File: src/rtl/argmax_label.sv
// argmax_label
// Picks the highest-scoring class channel for every pixel using a registered
// pairwise-compare tree. Enable and coordinates travel alongside the tree so
// every output is aligned. A per-class histogram of the winning labels is kept
// for each frame and published at frame end.
module argmax_label #(
  parameter int W_WIDTH   = -1,
  parameter int W_HEIGHT  = -1,
  parameter int INT_BITW  = -1,
  parameter int FRAC_BITW = -1,
  parameter int UNITS     = -1,
  parameter int CNT_BITW  = 20,
  // Parameters left at their -1 sentinel fall back to minimal legal widths,
  // so the module still elaborates on its own.
  localparam int UNITS_C    = (UNITS < 1) ? 1 : UNITS,
  localparam int FIXED_BITW = (INT_BITW + FRAC_BITW < 1) ? 1 : INT_BITW + FRAC_BITW,
  localparam int H_BITW     = (W_WIDTH < 2) ? 1 : $clog2(W_WIDTH),
  localparam int V_BITW     = (W_HEIGHT < 2) ? 1 : $clog2(W_HEIGHT),
  localparam int L_BITW     = (UNITS_C < 2) ? 1 : $clog2(UNITS_C)
) (
  input  logic                           clock,
  input  logic                           n_rst,
  input  logic                           in_enable,
  input  logic [FIXED_BITW*UNITS_C-1:0]  in_pixels,
  input  logic [V_BITW-1:0]              in_vcnt,
  input  logic [H_BITW-1:0]              in_hcnt,
  output logic                           out_enable,
  output logic [L_BITW-1:0]              out_label,
  output logic [FIXED_BITW-1:0]          out_score,
  output logic [V_BITW-1:0]              out_vcnt,
  output logic [H_BITW-1:0]              out_hcnt,
  output logic                           hist_valid,
  output logic [CNT_BITW*UNITS_C-1:0]    hist
);

  localparam int LEVELS  = $clog2(UNITS_C);
  localparam int LATENCY = LEVELS + 1;

  localparam logic [H_BITW-1:0]   H_LAST  = H_BITW'(W_WIDTH - 1);
  localparam logic [V_BITW-1:0]   V_LAST  = V_BITW'(W_HEIGHT - 1);
  localparam logic [CNT_BITW-1:0] CNT_MAX = '1;

  // Number of candidates alive after 'level' rounds of pairing.
  function automatic int node_count(input int level);
    return (UNITS_C + (1 << level) - 1) >> level;
  endfunction

  logic signed [FIXED_BITW-1:0] tree_score;
  logic        [L_BITW-1:0]     tree_label;

  // ---------------------------------------------------------------------------
  // Compare tree: one register stage per level.
  // ---------------------------------------------------------------------------
  for (genvar lv = 0; lv < LEVELS; lv++) begin : g_level
    localparam int N_IN  = node_count(lv);
    localparam int N_OUT = node_count(lv + 1);

    logic signed [FIXED_BITW-1:0] src_score [N_IN];
    logic        [L_BITW-1:0]     src_label [N_IN];

    if (lv == 0) begin : g_src_in
      for (genvar k = 0; k < N_IN; k++) begin : g_ch
        assign src_score[k] = $signed(in_pixels[k*FIXED_BITW +: FIXED_BITW]);
        assign src_label[k] = L_BITW'(k);
      end
    end else begin : g_src_prev
      for (genvar k = 0; k < N_IN; k++) begin : g_ch
        assign src_score[k] = g_level[lv-1].g_node[k].node_score;
        assign src_label[k] = g_level[lv-1].g_node[k].node_label;
      end
    end

    for (genvar j = 0; j < N_OUT; j++) begin : g_node
      logic signed [FIXED_BITW-1:0] node_score;
      logic        [L_BITW-1:0]     node_label;

      if (2*j + 1 < N_IN) begin : g_pair
        // Keep the lower-index operand unless the upper one is strictly larger.
        always_ff @(posedge clock or negedge n_rst) begin
          if (!n_rst) begin
            node_score <= '0;
            node_label <= '0;
          end else if (src_score[2*j+1] > src_score[2*j]) begin
            node_score <= src_score[2*j+1];
            node_label <= src_label[2*j+1];
          end else begin
            node_score <= src_score[2*j];
            node_label <= src_label[2*j];
          end
        end
      end else begin : g_pass
        // An unpaired candidate moves up one level unchanged.
        always_ff @(posedge clock or negedge n_rst) begin
          if (!n_rst) begin
            node_score <= '0;
            node_label <= '0;
          end else begin
            node_score <= src_score[2*j];
            node_label <= src_label[2*j];
          end
        end
      end
    end
  end

  if (LEVELS == 0) begin : g_flat
    assign tree_score = $signed(in_pixels[FIXED_BITW-1:0]);
    assign tree_label = '0;
  end else begin : g_root
    assign tree_score = g_level[LEVELS-1].g_node[0].node_score;
    assign tree_label = g_level[LEVELS-1].g_node[0].node_label;
  end

  // Final output register for the winning label and score.
  always_ff @(posedge clock or negedge n_rst) begin
    if (!n_rst) begin
      out_label <= '0;
      out_score <= '0;
    end else begin
      out_label <= tree_label;
      out_score <= tree_score;
    end
  end

  // ---------------------------------------------------------------------------
  // Side-band delay line, same depth as the tree plus output register.
  // primed_pipe marks output slots that hold real post-reset input.
  // ---------------------------------------------------------------------------
  logic              en_pipe     [LATENCY];
  logic              primed_pipe [LATENCY];
  logic [V_BITW-1:0] vcnt_pipe   [LATENCY];
  logic [H_BITW-1:0] hcnt_pipe   [LATENCY];

  // Shift enable, coordinates and the primed marker along with the tree.
  always_ff @(posedge clock or negedge n_rst) begin
    if (!n_rst) begin
      for (int i = 0; i < LATENCY; i++) begin
        en_pipe[i]     <= 1'b0;
        primed_pipe[i] <= 1'b0;
        vcnt_pipe[i]   <= '0;
        hcnt_pipe[i]   <= '0;
      end
    end else begin
      en_pipe[0]     <= in_enable;
      primed_pipe[0] <= 1'b1;
      vcnt_pipe[0]   <= in_vcnt;
      hcnt_pipe[0]   <= in_hcnt;
      for (int i = 1; i < LATENCY; i++) begin
        en_pipe[i]     <= en_pipe[i-1];
        primed_pipe[i] <= primed_pipe[i-1];
        vcnt_pipe[i]   <= vcnt_pipe[i-1];
        hcnt_pipe[i]   <= hcnt_pipe[i-1];
      end
    end
  end

  assign out_enable = en_pipe[LATENCY-1];
  assign out_vcnt   = vcnt_pipe[LATENCY-1];
  assign out_hcnt   = hcnt_pipe[LATENCY-1];

  // ---------------------------------------------------------------------------
  // Histogram. A frame is only published if its first position was seen
  // after reset, so a frame cut by reset never produces hist_valid.
  // ---------------------------------------------------------------------------
  logic [CNT_BITW-1:0] counts      [UNITS_C];
  logic [CNT_BITW-1:0] counts_next [UNITS_C];
  logic                seen_start;
  logic                frame_start;
  logic                frame_end;

  assign frame_start = primed_pipe[LATENCY-1] && (out_vcnt == '0) && (out_hcnt == '0);
  assign frame_end   = out_enable && (out_vcnt == V_LAST) && (out_hcnt == H_LAST);

  // Saturating increment of the counter belonging to the current label.
  always_comb begin
    for (int k = 0; k < UNITS_C; k++) begin
      counts_next[k] = counts[k];
      if (out_enable && (out_label == L_BITW'(k)) && (counts[k] != CNT_MAX)) begin
        counts_next[k] = counts[k] + CNT_BITW'(1);
      end
    end
  end

  // Accumulate per frame, publish and clear at frame end.
  always_ff @(posedge clock or negedge n_rst) begin
    if (!n_rst) begin
      for (int k = 0; k < UNITS_C; k++) begin
        counts[k] <= '0;
      end
      hist       <= '0;
      hist_valid <= 1'b0;
      seen_start <= 1'b0;
    end else begin
      hist_valid <= 1'b0;
      if (frame_start) begin
        seen_start <= 1'b1;
      end
      if (frame_end) begin
        for (int k = 0; k < UNITS_C; k++) begin
          counts[k] <= '0;
          if (seen_start) begin
            hist[k*CNT_BITW +: CNT_BITW] <= counts_next[k];
          end
        end
        hist_valid <= seen_start;
      end else begin
        for (int k = 0; k < UNITS_C; k++) begin
          counts[k] <= counts_next[k];
        end
      end
    end
  end

endmodule

File: config.mk
export PLATFORM = sky130hd
export DESIGN_NAME = argmax_label
export DESIGN_NICKNAME = d
export VERILOG_FILES = /design/src/rtl/argmax_label.sv
export SDC_FILE = /design/constraint.sdc
export NUM_CORES = 1
export LEC_CHECK = 0
export ABC_AREA = 1
export BUFFER_PORTS_ARGS = -buffer_cell sky130_fd_sc_hd__buf_2
export CAP_MARGIN = 20
export CORE_ASPECT_RATIO = 0.9
export CORE_MARGIN = 2
export CORE_UTILIZATION = 51
export CTS_CLUSTER_SIZE = 8
export DETAILED_ROUTE_END_ITERATION = 10
export MAX_ROUTING_LAYER = met4
export PLACE_DENSITY = 0.78
export SLEW_MARGIN = 5
export SYNTH_ARGS = -nofsm -noshare
export SYNTH_HDL_FRONTEND = slang
export SYNTH_SLANG_ARGS = --single-unit
File: constraint.sdc
create_clock -name clock -period 1.5 [get_ports clock]
set_input_delay 0.375 -clock clock [delete_from_list [all_inputs] [get_ports clock]]
set_output_delay 0.375 -clock clock [all_outputs]
set_load 0.02 [all_outputs]
# After elaboration in Yosys (flattened, before gate mapping)

Index checks and enable logic that the tools add are counted.

Input port bits: 6
Output and inout bits: 26
Register bits: 47
Word-level logic and storage cells: 22

$add $sub $neg: 1
Equality and inequality tests: 1
Reductions and logical operators: 6
Mux-type cells: 3
Bitwise operators: 2

Operator list:

| operator                                                        | count |
|---|---|
| 20-bit two-way mux                                              | 2 |
| 20-bit by 1-bit adder with 20-bit output, second input constant | 1 |
| 20-bit != test, second input constant                           | 1 |
| 1-bit logical AND                                               | 5 |
| 1-bit NOT                                                       | 2 |
| 2-bit AND reduction                                             | 1 |
| 1-bit two-way mux                                               | 1 |

# Depth between registers and ports, before layout

Gate-level depths: netlist of the first run.

Depth in word-level cells: 4
Depth in mapped cells: 12
Mapped depth without buffers: 11

# Least setup slack after synthesis of the first run

No wires, ideal clock.

Path kind: register to register
Start point: register en_pipe, in the netlist out_enable
End point: register hist[12]
Required time: 1.383 ns
Arrival time: 1.355 ns
Path slack: 0.028 ns
Library setup time: 0.117 ns
Path buffers: 1
Stages on the path, launching flop included: 9
Clock period less this slack: 1.472 ns
Path through: dfrtp_1 -> buf_4 -> inv_2 -> nor3_4 -> nand2_1 -> nor2_1 -> nand3_1 -> nand3_1 -> nand2_1

Word-level cells in the longest chain between the ends: 3
Elaborated cells between the ends (all ways): 5
Those cells by class: 1 x mux; 4 x reduce/logical

RTL lines:

| element                         | line | text |
|---|---|---|
| start, declared                 | 129  | `logic en_pipe [LATENCY];` |
| start signal, assigned by index | 149  | `en_pipe[i] <= en_pipe[i-1];` |
| 1-bit logical AND (2 in a row)  | 172  | `assign frame_end = out_enable && (out_vcnt == V_LAST) && (out_hcnt == H_LAST);` |
| 2-bit AND reduction (no line)   | n/a  |  |
| end signal, assigned by index   | 202  | `hist[k*CNT_BITW +: CNT_BITW] <= counts_next[k];` |
| end, declared                   | 33   | `output logic [CNT_BITW*UNITS_C-1:0] hist` |

Several ways; a longest one is shown, not always the timed one.
A chain may end at the register's enable or synchronous reset.

# Worst setup path in the final report of the first run

Start point: register counts[0] in the netlist's numbering
End point: register hist[18]

Word-level cells in the longest chain between the ends: 3
Elaborated cells between the ends (all ways): 4
Those cells by class: 1 x add/sub; 1 x eq/ne; 1 x mux; 1 x reduce/logical

RTL lines:

| element                                                                          | line | text |
|---|---|---|
| start, declared                                                                  | 165  | `logic [CNT_BITW-1:0] counts [UNITS_C];` |
| start signal, assigned by index                                                  | 208  | `counts[k] <= counts_next[k];` |
| branches (longest 2 deep; another with 20-bit by 1-bit adder with 20-bit output) | n/a  |  |
| 20-bit two-way mux *                                                             | 178  | `if (out_enable && (out_label == L_BITW'(k)) && (counts[k] != CNT_MAX)) begin` |

Every way passes the cells marked *.

==> impl_metrics.ini, run 1 <==
[outcome]
violations = negative setup slack
status = finished with violations

[floorplanning]
dieArea_sq_um = 5250
rows = 23
initial_core_util = 0.532
ios = 32
fp.dieH_microns = 68.9
die_width_microns = 76.1
coreArea_sq_um = 4490

[worst_setup_path]
cpPeakStageDelay_ps = 370
crit_arrival_ps = 1790
crit_fanout = 4
rr_startpoint = counts[0]
critical_path.top_delay_family = simple AND/OR/NAND/NOR gates
path_buf_inv = 0
end_kind = register
startpoint_type = register
crit_path_cell_trace = ha_2, nand2_2, nor2_4, nand4_1, nor2_2, nand3_1, nand3_1, nand2_1
worstSetupPathType = register to register
worst_path_max_delay_cell = dfrtp_1
required_ps = 1690
crit_top_cell = nand3_1
crit_path_start = counts[0]

[clocking]
cts.clk_slew.worst_paths_ps = 90
cts-root-buf = clkbuf_8
cts_max_path_buffers = 2
ctsHoldBuffers = 0
cts_tree = yes
insertion_delay_ps = 300
htreeDepth = 2
numCtsBuffers = 5
cts.sinks = 47

[yosys]
ys_warn_count = 0
synth-seq-area-share = 0.492
yosys.area.top_type = dfrtp_1
ys_ff_latch = 47
synthArstFlopShare = 1.00
yosys.area.top_type_share = 0.492
synthesis.nets = 317
ys_types = 25
synth_edf_count = 0
avgSynthCellArea_sq_um = 7.70
yosys_most_used_dff = dfrtp_1
syn_area_sq_um = 2390
syn-instance-count = 310
synthTopCellsByArea = dfrtp_1 49%, nand2_1 18%, nand3_1 6.7%

[sta]
fmax_ghz = 0.627
setup_tns_ps = -1690
setup_viol = 33
fin_ws_ps = -96.0
post-route-period-util = 1.06
rsz0062_at_grt = true
final-hold-violation-count = 0
slew_viol_final = 0
min_period_ps = 1600
finClkSkew_ps = 8.17
hold_ws_ps = 46.8

[detailed_routing]
drt_first_pass_iters = 4
drcViolationCount = 0
routed_wl_mm = 5.60
via_count = 2222
routedWlPerCell_microns = 12.8
first_iter_violations = 139
drtAntennaViolNets = 0
routed_via_density = 5.08

[place]
place_area_sq_um = 2820
hpwl_mm = 3.73
finalWeightedCongestion = 0.904
dp_cells = 427
dp_slack_ps = -51.5
io_buffers = 30

[power_and_ir_drop]
powerDensity_nw_per_um2 = 983
power.switching_mw = 0.882
cellInternalPower_mw = 2.25
ir_worst_vdd_uv = 578
power.total_mw = 3.13
pwr-share-seq = 0.461
combPwrFrac = 0.190
p_sw_frac = 0.282
p_clk_frac = 0.349
power.leakage_nw = 1.64

[grt]
grt_busiest_layer = met2
grt_overflow_total = 0
met3_usage = 0.0456
grt_pass1_wl_mm = 9.44
antenna_found_initial = 0
grt_pass1_vias = 2190
grt_start_max_net_pins = 48
grt_use_met1 = 0.278
grt_usage = 0.238
grtUsageMet2 = 0.407

[cells_and_area]
final_util = 0.709
final_nets = 381
finish.instance_area_sq_um = 3180
drive_gt1_frac = 0.373
instances_no_fill = 437
diodes = 0
areaGrowthSynthToFinish_pct = 33.3

[run]
drv_cap = 0

[worst_hold_path]
hold_path_class = input port to asynchronous set/reset pin
area by class of cell:
class,count,area [sq um]
Fill cell,355,1310
Multi-Input combinational cell,225,1240
Sequential cell,47,1180
Timing Repair Buffer,66,448
Inverter,29,109
Tap cell,62,77.6
Clock buffer,6,72.6
Clock inverter,2,60.1
cells by family after synthesis:
family                     synth area share
other                               0.00314
buffers and inverters                0.0707
adders and majority gates           0.00524
DFF                                   0.492
and+or+nand+nor                       0.390
AOI/OAI and AO/OA                    0.0388
power by group through the flow:
stage          sequential (mW)  clock [mW]  combinational [mW]
3_3_place_gp              1.46           0               0.506
2_1_floorplan             1.53           0               0.238
3_5_place_dp              1.46           0               0.524
4_1_cts                   1.44        1.11               0.538
6_report                  1.44        1.09               0.595
5_1_grt                   1.46        1.15               0.657
cells in the final DEF, fill, tap and decap left out:
| cell type | Yosys | routed |
|---|---|---|
| a21o_1 | 1 | 1 |
| a21oi_1 | 4 | 4 |
| buf_12 | 0 | 1 |
| buf_2 | 0 | 30 |
| buf_4 | 3 | 31 |
| buf_6 | 2 | 4 |
| bufinv_16 | 0 | 2 |
| clkbuf_1 | 4 | 1 |
| clkbuf_8 | 0 | 5 |
| conb_1 | 2 | 2 |
| dfrtp_1 | 47 | 47 |
| ha_2 | 0 | 1 |
| inv_1 | 25 | 25 |
| inv_2 | 4 | 4 |
| nand2_1 | 114 | 92 |
| nand2_2 | 5 | 22 |
| nand2_4 | 1 | 5 |
| nand2_8 | 0 | 1 |
| nand3_1 | 32 | 21 |
| nand3_2 | 1 | 12 |
| nand4_1 | 8 | 8 |
| nor2_1 | 31 | 24 |
| nor2_2 | 4 | 9 |
| nor2_4 | 4 | 6 |
| nor3_1 | 3 | 2 |
| nor3_2 | 0 | 1 |
| nor3_4 | 2 | 2 |
| nor4_2 | 0 | 1 |
| o21ai_0 | 2 | 1 |
| o21ai_1 | 5 | 3 |
| o21ai_2 | 0 | 3 |
| o21bai_1 | 4 | 4 |
synth_stat cells, types with 3 or more instances:
cell type and instances:
nand3_1 32, nand2_1 114, a21oi_1 4, inv_1 25, nand2_2 5, nor2_2 4
inv_2 4, buf_4 3, o21ai_1 5, dfrtp_1 47, clkbuf_1 4, nor2_1 31
nand4_1 8, nor2_4 4, nor3_1 3, o21bai_1 4
path summary, 6_finish.rpt:
| path | to | slack [ps] | cells past startpoint |
|---|---|---|---|
| min in group clock | out_score | 170 | 1 |
| worst max-delay path | hist[18] | -100 | 8 |
| worst min-delay path | counts[16] | 50 | 2 |
| worst min register to register | seen_start | 460 | 1 |
| worst max register to register | hist[18] | -100 | 8 |
| max in group asynchronous | counts[19] | 1230 | 2 |
state kept, by name, summed over array words and instances, names as in the netlist:
register and count:
out_vcnt 1, hist 20, out_score 1, out_hcnt 1, counts 20, hist_valid 1
seen_start 1, primed_pipe 1, out_enable 1
timing repair:
| action | 4_1_cts | 5_1_grt |
|---|---|---|
| resized for setup | 26 | 33 |
| buffers inserted | 1 | 0 |
| gates cloned | 1 | 0 |
| setup endpoints to repair | 40 | 40 |
| pin swaps | 14 | 30 |
routing by layer:
layer / wire length [microns] / up-vias
li1: - / 1105
met1: 2530 / 1045
met2: 2700 / 61
met3: 275 / 11
met4: 95 / 0
met5: 0 / -
(Power assumes the default switching activity.)
==> run 2: changes to the inputs <==
--- a/config.mk
+++ b/config.mk
@@ -5,16 +5,15 @@
 export SDC_FILE = /design/constraint.sdc
 export NUM_CORES = 1
 export LEC_CHECK = 0
-export ABC_AREA = 1
 export BUFFER_PORTS_ARGS = -buffer_cell sky130_fd_sc_hd__buf_2
 export CAP_MARGIN = 20
 export CORE_ASPECT_RATIO = 0.9
 export CORE_MARGIN = 2
-export CORE_UTILIZATION = 51
+export CORE_UTILIZATION = 35
 export CTS_CLUSTER_SIZE = 8
 export DETAILED_ROUTE_END_ITERATION = 10
 export MAX_ROUTING_LAYER = met4
-export PLACE_DENSITY = 0.78
+export PLACE_DENSITY = 0.59
 export SLEW_MARGIN = 5
 export SYNTH_ARGS = -nofsm -noshare
 export SYNTH_HDL_FRONTEND = slang
==> impl_metrics.ini, run 2 <==
[detailed_routing]
first_iter_violations = 78
wl_met1_mm = 2.36
route.met2.wl_mm = 2.62
routed_via_density = 5.00
maxUsedRoutingLayer = met4
drcViolationCount = 0
drtAntennaViolNets = 0
via_count = 1774
met3_wirelength_microns = 138
routedWlPerCell_microns = 14.6
drt_first_pass_iters = 4
routed_wl_mm = 5.18

[worst_setup_path]
path_buf_inv = 0
required_ps = 1720
crit_fanout = 3
startpoint_type = register
critical_path.top_delay_family = simple AND/OR/NAND/NOR gates
path_depth = 5
crit_path_cell_trace = nand4_1, or4_4, a21o_1, or3_4, a21oi_2
worst-r2r-cell-count = 5
crit_arrival_ps = 2080
worst_path_max_delay_cell = or4_4
worstSetupPathType = register to register
end_kind = register
cpPeakStageDelay_ps = 530
rrSetupSlack_ps = -360

[yosys]
synthTopCellsByArea = dfrtp_1 58%, o21ai_0 4.4%, nor2_1 4.4%
syn_area_sq_um = 2030
synth-seq-area-share = 0.579
ys_types = 34
syn-instance-count = 198
avgSynthCellArea_sq_um = 10.3
synthArstFlopShare = 1.00
yosys.area.top_type_share = 0.579
yosys.area.top_type = dfrtp_1
synthTopCellsByCount = 47 x dfrtp_1, 24 x nor2_1, 21 x nand2_1
ys_ff_latch = 47
synth_edf_count = 0
yosysMostFrequentCell = dfrtp_1
synthesis.nets = 205
yosys_most_used_dff = dfrtp_1
ys_warn_count = 0

[floorplanning]
die_width_microns = 84.3
dieArea_sq_um = 6430
fp.dieH_microns = 76.3
ios = 32
coreArea_sq_um = 5630
rows = 26
initial_core_util = 0.361

[place]
finalWeightedCongestion = 0.840
io_buffers = 30
dp_cells = 331
hpwl_mm = 3.28

[clocking]
cts.clk_slew.worst_paths_ps = 80
numCtsBuffers = 5
cts-root-buf = clkbuf_8
insertion_delay_ps = 300
cts_max_path_buffers = 2
htreeDepth = 2
cts_tree = yes
cts.sinks = 47

[power_and_ir_drop]
ir_worst_vdd_uv = 705
pwr-share-seq = 0.503
power.switching_mw = 0.879
combPwrFrac = 0.245
cellInternalPower_mw = 2.03
power.total_mw = 2.90
p_clk_frac = 0.252
p_sw_frac = 0.303
power.leakage_nw = 1.42
powerDensity_nw_per_um2 = 912

[grt]
antenna_found_initial = 0
grt_pass1_vias = 1724
grt_start_max_net_pins = 48
grt_pass1_wl_mm = 8.31
grt_usage = 0.166
grt_overflow_total = 0

[sta]
rsz0062_at_grt = true
slew_viol_final = 0
final-hold-violation-count = 0
setup_viol = 38
fin_ws_ps = -356
post-route-period-util = 1.24
finClkSkew_ps = 4.61
fmax_ghz = 0.539
min_period_ps = 1860

[worst_hold_path]
hold_path_class = input port to asynchronous set/reset pin

[cells_and_area]
diodes = 0
final_nets = 291
areaGrowthSynthToFinish_pct = 56.8
final_common_cell = dfrtp_1
n_fill_cell = 485
reg.largest.list = counts (20), hist (20)
mostFrequentLayoutCells = 45 x dfrtp_1, 44 x buf_4, 30 x buf_2
instances_no_fill = 355
drive_gt1_frac = 0.519

[outcome]
violations = negative setup slack
status = finished with violations

[run]
drv_cap = 0
run 2: worst reg2reg max path, delay by kind of cell (launching register included):
family / cells / cell delay, ps
AOI/OAI and AO/OA: 2 / 350
DFF: 1 / 370
and+or+nand+nor: 3 / 1060
run 2: timing repair:
item                       in CTS  in global routing
hold buffers                    0                  0
resized for setup              46                 28
setup endpoints to repair      40                 40
pin swaps                      22                 24
buffers inserted                6                 11
run 2: power groups by stage:
stage	registers, mW	clock network, mW	logic (mW)
2_1_floorplan	1.61	0	0.208
3_3_place_gp	1.48	0	0.609
3_5_place_dp	1.49	0	0.619
4_1_cts	1.46	0.754	0.668
5_1_grt	1.47	0.816	0.786
6_report	1.46	0.732	0.711
run 2: cells by family (layout without fill, tap and decap cells):
family / count (synthesis) / after routing / share of synthesized area
mux: 1 / 1 / 0.00493
compound gates: 40 / 40 / 0.117
buf+inv: 10 / 97 / 0.0216
simple gates: 83 / 83 / 0.208
xor+xnor: 14 / 14 / 0.0603
other cells: 2 / 2 / 0.00370
flops: 47 / 47 / 0.579
fa+ha+maj: 1 / 1 / 0.00616
run 2: stage by stage:
step / instance area [sq um] / hold WS (ps) / worst slack, ps / setup TNS [ps] / util
floorplan: 2090 / 79.4 / -299 / -5040 / -
global placement: 2620 / 376 / -330 / -7180 / 0.465
detailed placement: 2620 / 378 / -338 / -7420 / 0.465
CTS: 2940 / 47.8 / -342 / -6980 / 0.522
global route: 3190 / 51.1 / -431 / -11680 / 0.566
finish: 3190 / 24.9 / -356 / -8360 / 0.566
run 2: area by class of cell:
class | count | area [sq um] | share of cell area
Clock buffer | 7 | 76.3 | 0.0240
Timing Repair Buffer | 87 | 666 | 0.209
Multi-Input combinational cell | 141 | 1160 | 0.366
Inverter | 2 | 7.51 | 0.00236
Sequential cell | 47 | 1180 | 0.370
Tap cell | 70 | 87.6 | 0.0275
Clock inverter | 1 | 5.00 | 0.00157
run 2: metal layers:
layer  global-route usage  vias up
li1                     -      860
met2                0.247       24
met1                0.231      883
met4               0.0484        0
met3               0.0325        7
met5                    -        -
run 2: path summary, 6_finish.rpt:
check                            start          to
max in group asynchronous        n_rst  counts[17]
min                              n_rst     hist[1]
min reg2reg                primed_pipe  seen_start
min in group clock           in_pixels   out_score
max reg2reg                  counts[0]  counts[15]
max                          counts[0]  counts[15]
